File: src/rtl/pipe_hazard_pkg.sv
// Shared types for the pipeline hazard/forwarding controller: forward-select
// encoding, shadow writeback record and the forwarding priority helper.
package pipe_hazard_pkg;

    localparam int RA_MAX = 8;

    typedef enum logic [1:0] {
        FWD_NONE  = 2'd0,
        FWD_EXMEM = 2'd1,
        FWD_MEMWB = 2'd2,
        FWD_HOLD  = 2'd3
    } fwd_sel_t;

    typedef struct packed {
        logic              v;
        logic              we;
        logic              ld;
        logic [RA_MAX-1:0] rd;
    } shadow_stage_t;

    // Youngest in-flight producer wins.
    function automatic fwd_sel_t pick_source(input logic in_ex, input logic in_mem,
                                             input logic in_wb);
        if (in_ex) begin
            return FWD_EXMEM;
        end else if (in_mem) begin
            return FWD_MEMWB;
        end else if (in_wb) begin
            return FWD_HOLD;
        end
        return FWD_NONE;
    endfunction

endpackage

File: src/rtl/hazard_match.sv
// Compares one ID source operand against one shadow writeback stage, split by
// whether the producer is a load or an ALU result.
module hazard_match
    import pipe_hazard_pkg::*;
#(
    parameter int RA       = 3,
    parameter bit ZERO_REG = 1'b0
) (
    input  shadow_stage_t   stage,
    input  logic [RA-1:0]   src_addr,
    input  logic            src_used,
    output logic            hit_alu,
    output logic            hit_ld
);

    logic [RA_MAX-1:0] src_wide;
    logic              zero_dest;
    logic              hit;

    always_comb begin
        src_wide  = RA_MAX'(src_addr);
        zero_dest = ZERO_REG && (stage.rd == '0);
        hit       = stage.v && stage.we && src_used && (stage.rd == src_wide) && !zero_dest;
        hit_alu   = hit && !stage.ld;
        hit_ld    = hit && stage.ld;
    end

endmodule

File: src/rtl/pipe_hazard_ctrl.sv
// Hazard and forwarding controller for the 5-stage pipeline: tracks in-flight
// writebacks, raises stall/flush controls and forwards operands into EXE.
module pipe_hazard_ctrl
    import pipe_hazard_pkg::*;
#(
    parameter int ARQ      = 16,
    parameter int RA       = 3,
    parameter int NSRC     = 3,
    parameter bit FWD_EN   = 1'b1,
    parameter bit ZERO_REG = 1'b0,
    parameter int CNT_W    = 16
) (
    input  logic                 clk,
    input  logic                 rst,
    input  logic                 id_valid,
    input  logic [NSRC*RA-1:0]   id_src_addr,
    input  logic [NSRC-1:0]      id_src_used,
    input  logic                 id_wb_en,
    input  logic [RA-1:0]        id_wb_dest,
    input  logic                 id_is_load,
    input  logic                 branch_taken,
    input  logic [ARQ-1:0]       wb_data,
    input  logic [NSRC*ARQ-1:0]  ex_operand_raw,
    input  logic [ARQ-1:0]       exmem_result,
    input  logic [ARQ-1:0]       memwb_result,
    output logic                 pc_hold,
    output logic                 ifid_hold,
    output logic                 idexe_bubble,
    output logic                 ifid_flush,
    output logic                 idexe_flush,
    output logic [NSRC*ARQ-1:0]  ex_operand,
    output logic [CNT_W-1:0]     stall_cnt,
    output logic [CNT_W-1:0]     flush_cnt
);

    shadow_stage_t    s_ex_q, s_ex_d;
    shadow_stage_t    s_mem_q, s_mem_d;
    shadow_stage_t    s_wb_q, s_wb_d;
    logic             hv_q, hv_d;
    logic [RA-1:0]    hrd_q, hrd_d;
    logic [ARQ-1:0]   hdata_q, hdata_d;
    fwd_sel_t         fsel_q [NSRC];
    fwd_sel_t         fsel_d [NSRC];
    logic [RA-1:0]    ex_src_q [NSRC];
    logic [RA-1:0]    ex_src_d [NSRC];
    logic [CNT_W-1:0] stall_cnt_q, stall_cnt_d;
    logic [CNT_W-1:0] flush_cnt_q, flush_cnt_d;

    logic [NSRC-1:0]  alu_ex, ld_ex, alu_mem, ld_mem, alu_wb, ld_wb;
    logic [NSRC-1:0]  hit_mem, hit_wb;
    logic             stall, hold, advance;

    for (genvar i = 0; i < NSRC; i++) begin : g_src
        hazard_match #(.RA(RA), .ZERO_REG(ZERO_REG)) u_ex (
            .stage    (s_ex_q),
            .src_addr (id_src_addr[i*RA +: RA]),
            .src_used (id_src_used[i]),
            .hit_alu  (alu_ex[i]),
            .hit_ld   (ld_ex[i])
        );
        hazard_match #(.RA(RA), .ZERO_REG(ZERO_REG)) u_mem (
            .stage    (s_mem_q),
            .src_addr (id_src_addr[i*RA +: RA]),
            .src_used (id_src_used[i]),
            .hit_alu  (alu_mem[i]),
            .hit_ld   (ld_mem[i])
        );
        hazard_match #(.RA(RA), .ZERO_REG(ZERO_REG)) u_wb (
            .stage    (s_wb_q),
            .src_addr (id_src_addr[i*RA +: RA]),
            .src_used (id_src_used[i]),
            .hit_alu  (alu_wb[i]),
            .hit_ld   (ld_wb[i])
        );
    end

    // With forwarding only a load still in EXE forces a wait; without it any
    // pending writer of a source interlocks until it has left WB.
    always_comb begin
        hit_mem = alu_mem | ld_mem;
        hit_wb  = alu_wb | ld_wb;
        if (FWD_EN) begin
            stall = id_valid && (|ld_ex);
        end else begin
            stall = id_valid && (|{alu_ex, ld_ex, hit_mem, hit_wb});
        end
        hold    = stall && !branch_taken;
        advance = id_valid && !stall && !branch_taken;
    end

    always_comb begin
        s_ex_d = '0;
        if (advance) begin
            s_ex_d.v  = 1'b1;
            s_ex_d.we = id_wb_en;
            s_ex_d.ld = id_is_load;
            s_ex_d.rd = RA_MAX'(id_wb_dest);
        end
        s_mem_d = s_ex_q;
        s_wb_d  = s_mem_q;
        hv_d    = s_wb_q.v && s_wb_q.we;
        hrd_d   = hrd_q;
        hdata_d = hdata_q;
        if (hv_d) begin
            hrd_d   = s_wb_q.rd[RA-1:0];
            hdata_d = wb_data;
        end
    end

    // A load in EXE never reaches this point (it stalls), so only ALU hits use EXMEM.
    always_comb begin
        for (int i = 0; i < NSRC; i++) begin
            fsel_d[i]   = FWD_NONE;
            ex_src_d[i] = ex_src_q[i];
            if (advance) begin
                ex_src_d[i] = id_src_addr[i*RA +: RA];
                if (FWD_EN) begin
                    fsel_d[i] = pick_source(alu_ex[i], hit_mem[i], hit_wb[i]);
                end
            end
        end
    end

    always_comb begin
        ex_operand = ex_operand_raw;
        for (int i = 0; i < NSRC; i++) begin
            case (fsel_q[i])
                FWD_EXMEM: ex_operand[i*ARQ +: ARQ] = exmem_result;
                FWD_MEMWB: ex_operand[i*ARQ +: ARQ] = memwb_result;
                FWD_HOLD: begin
                    if (hv_q && (hrd_q == ex_src_q[i])) begin
                        ex_operand[i*ARQ +: ARQ] = hdata_q;
                    end
                end
                default: ;
            endcase
        end
    end

    always_comb begin
        stall_cnt_d = stall_cnt_q;
        flush_cnt_d = flush_cnt_q;
        if (hold && (stall_cnt_q != '1)) begin
            stall_cnt_d = stall_cnt_q + CNT_W'(1);
        end
        if (branch_taken && (flush_cnt_q != '1)) begin
            flush_cnt_d = flush_cnt_q + CNT_W'(1);
        end
    end

    always_ff @(posedge clk) begin
        if (rst) begin
            s_ex_q      <= '0;
            s_mem_q     <= '0;
            s_wb_q      <= '0;
            hv_q        <= 1'b0;
            hrd_q       <= '0;
            hdata_q     <= '0;
            stall_cnt_q <= '0;
            flush_cnt_q <= '0;
            for (int i = 0; i < NSRC; i++) begin
                fsel_q[i]   <= FWD_NONE;
                ex_src_q[i] <= '0;
            end
        end else begin
            s_ex_q      <= s_ex_d;
            s_mem_q     <= s_mem_d;
            s_wb_q      <= s_wb_d;
            hv_q        <= hv_d;
            hrd_q       <= hrd_d;
            hdata_q     <= hdata_d;
            stall_cnt_q <= stall_cnt_d;
            flush_cnt_q <= flush_cnt_d;
            for (int i = 0; i < NSRC; i++) begin
                fsel_q[i]   <= fsel_d[i];
                ex_src_q[i] <= ex_src_d[i];
            end
        end
    end

    assign pc_hold      = hold;
    assign ifid_hold    = hold;
    assign idexe_bubble = hold;
    assign ifid_flush   = branch_taken;
    assign idexe_flush  = branch_taken;
    assign stall_cnt    = stall_cnt_q;
    assign flush_cnt    = flush_cnt_q;

endmodule
File: config.mk
export PLATFORM = sky130hd
export DESIGN_NAME = pipe_hazard_ctrl
export DESIGN_NICKNAME = d
export VERILOG_FILES = /design/src/rtl/pipe_hazard_pkg.sv /design/src/rtl/hazard_match.sv /design/src/rtl/pipe_hazard_ctrl.sv
export SDC_FILE = /design/constraint.sdc
export NUM_CORES = 1
export LEC_CHECK = 0
export CAP_MARGIN = 20
export CORE_MARGIN = 2
export CORE_UTILIZATION = 29
export CTS_BUF_LIST = sky130_fd_sc_hd__clkbuf_2
export DETAILED_ROUTE_END_ITERATION = 16
export DONT_BUFFER_PORTS = 1
export SLEW_MARGIN = 30
export SYNTH_ARGS = -nofsm -noshare
export SYNTH_HDL_FRONTEND = slang
export SYNTH_SLANG_ARGS = --single-unit
File: constraint.sdc
create_clock -name clk -period 2.6 [get_ports clk]
set_input_delay 0.65 -clock clk [delete_from_list [all_inputs] [get_ports clk]]
set_output_delay 0.65 -clock clk [all_outputs]
set_load 0.05 [all_outputs]
==> flow_summary.ini <==
[run_status]
status = finished with violations
violations = setup timing

[drt]
ant_nets = 0
drc_errors = 0
wl_per_cell_microns = 21.4
drt-initial-drc-count = 261
routed_wl_mm = 17.2
firstDrtPassIters = 4
vias_per_cell = 5.64
vias = 4528

[synth]
syn_inst = 545
yosys.cell_types.count = 38
async_flop_share = 0
synthesis.nets = 664
avgSynthCellArea_sq_um = 10.1
synth-seq-cells = 83
yosysMostFrequentCell = dfxtp_1
synthTopCellsByCount = dfxtp_1, mux2_2, nor2_1, nand2_1, mux4_2
yosys-top-cells-area = dfxtp_1, mux4_2, mux2_2
ys_seq_area_frac = 0.302
ys.flop_type = dfxtp_1
netlist.area_leader.share = 0.302
synth_edf_count = 0
yosysTopAreaCell = dfxtp_1
yosys_warnings = 0
netlist_area_sq_um = 5500

[critical_path]
crit_arrival_ns = 2.44
crit_fanout = 16
reg2reg_depth = 7
worstSetupEndpointType = output port
reg2reg_to = stall_cnt[9]
critPathKind = register to output port
crit_slowest_cell = mux4_2
cp.required_ns = 1.95
r2r_setup_slack_ns = 0.24
timing.rr.start = s_ex_q[1]
crit_path_start_kind = register
slowest_delay_ns = 0.64
cp_cell_sequence = xnor2_1 -> nand4_1 -> buf_12 -> mux2_2 -> mux4_2

[final_layout]
fin_nets = 683
drive_above_1_share = 0.322
final_util = 0.330
syn_to_final_growth_pct = 11.8

[placement]
portBuffers = 0
dpl.hpwl_mm = 13.0
gp_congestion = 0.898

[timing]
final_hold_viol_count = 0
fmax_ghz = 0.324
tns_ns = -23.16
maxSlewHeadroom = 0.585
period_share = 1.19
finalMaxSlewViolations = 0
worstMarginPinSlew_ns = 0.622
period_minus_slack_ns = 3.09
fin_skew_ns = 0.0405
setup_violations = 51
rsz0062_at_grt = true
timing.final.ws_setup_ns = -0.490

[flow_run]
drv_cap = 0

[grt]
grt_pass1_vias = 4691
grt_max_degree = 85
antenna_found_initial = 1
grt_pass1_wl_mm = 25.8
grt_usage = 0.168
overflow = 0

[worst_hold_path]
hold_path_class = input pin to register
hold_depth = 1
min_from = rst
min_to = hrd_q[2]

[pwr]
vdd_drop_max_uv = 175
p_per_area_nw_per_um2 = 367
power.leakage_nw = 2.13

[cts]
cts.htree.levels = 3
clock-sinks = 83
holdBufCountCts = 0
clockBufferDepth = 2
cts_root_buffer = clkbuf_2
cts_buffers = 9
clkTransAtPathRegs_ns = 0.23
clock_latency_ns = 0.57
tritoncts = yes

[floorplan]
die_x_microns = 142
rows = 50
dieHeight_microns = 142
core_area_sq_um = 18600
die_area_sq_um = 20100
start_util = 0.295
io_pins = 202
[what timing repair did]
action,CTS,global route
setup endpoints to repair,51,51
setup buffers,3,1
gates resized for setup,9,2
pin swaps,3,1
[how the worst max path moves through the flow]
| stage | depth (start not counted) | from | endpoint |
|---|---|---|---|
| final | 5 | hrd_q[2] | ex_operand[16] |
| after global routing | 5 | hrd_q[2] | ex_operand[33] |
| after CTS | 5 | hrd_q[2] | ex_operand[33] |
| after detailed placement | 6 | id_src_addr[7] | stall_cnt[0] |
| after global placement | 5 | id_src_addr[7] | pc_hold |
| after floorplan | 6 | id_src_addr[1] | ifid_hold |
[cells in the final DEF, fill, tap and decap left out, types with 2 or more instances in the layout]
cell type	netlist	layout
o21ai_0	2	2
nor2b_1	23	23
dfxtp_1	83	75
nand2b_1	2	2
nand3_1	13	13
o31ai_1	4	4
and2_1	13	13
buf_12	0	5
clkbuf_2	0	9
mux2i_1	12	12
or4_1	5	4
a211oi_1	3	3
ha_1	2	2
a41oi_1	4	4
xor2_1	32	32
nand4_1	16	16
clkinv_1	0	3
mux4_2	48	48
nor3_1	5	5
nor4_1	5	5
mux2_2	59	59
dfxtp_2	0	6
o211ai_1	5	5
nand2_1	49	48
nor2_1	51	50
dfxtp_4	0	2
clkinvlp_4	0	3
nor4b_1	3	3
xnor2_1	17	17
and3_1	13	13
buf_4	5	44
and4_1	4	4
a21oi_1	23	23
or4_4	2	3
[state kept, by name, summed over array words and instances (netlist names)]
signal and count:
flush_cnt 16, hdata_q 16, stall_cnt 16, ex_src_q 9, fsel_q 6, s_ex_q 6, s_mem_q 5, s_wb_q 5
hrd_q 3, hv_q 1
[cells by family after synthesis]
kind of cell             synth area share
adder cells (fa/ha/maj)           0.00455
flip-flops                          0.302
multiplexers                        0.339
XOR/XNOR                           0.0781
AND/OR/NAND/NOR                     0.193
buffers and inverters              0.0339
AO/OA/AOI/OAI                      0.0485
[final cells by class]
type	instances	area [sq um]
sequential	83	1680
fill	1913	12500
antenna	1	2.50
multi-input combinational	420	3660
clock buffer	9	45.0
timing repair buffer	49	430
inverter	1	3.75
tap	234	293
clock inverter	6	33.8
[metrics by stage]
stage                     power, W  hold slack, ns  cells  instance area (sq um)  setup WS (ns)
after floorplan            0.00169           0.429    545                   5520         -0.206
after global placement     0.00170           0.436    783                   6010         0.0604
after detailed placement   0.00171           0.444    783                   6010         0.0442
after CTS                  0.00230         0.00894    801                   6130         -0.598
after global routing       0.00237         0.00259    803                   6150         -0.666
final                      0.00225           0.132    803                   6150         -0.490
[report_power, final]
group / switching [W] / leakage [nW] / total (W) / internal, W
clock: 0.000460 / 0.0425 / 0.000570 / 0.000109
sequential: 0.0000215 / 0.676 / 0.00132 / 0.00130
combinational: 0.000229 / 1.41 / 0.000366 / 0.000137
total: 0.000710 / 2.13 / 0.00225 / 0.00154
[routing by layer]
layer,wire (microns),share of wire,vias to the layer above,GRT usage
met3,1370,0.080,43,0.0435
met5,0,0,-,0
met1,6580,0.38,2229,0.187
met2,8480,0.49,213,0.290
li1,-,-,2043,-
met4,749,0.044,0,0.0968
[critical path, delay by kind of cell, from the launching register on]
kind                      cells  cell delay, ns
muxes                         2            0.93
DFF                           1            0.41
and+or+nand+nor               1            0.15
buffers and inverters         1            0.20
xor gates and xnor gates      1            0.16
Note: power is estimated with default switching activity, not from simulation.
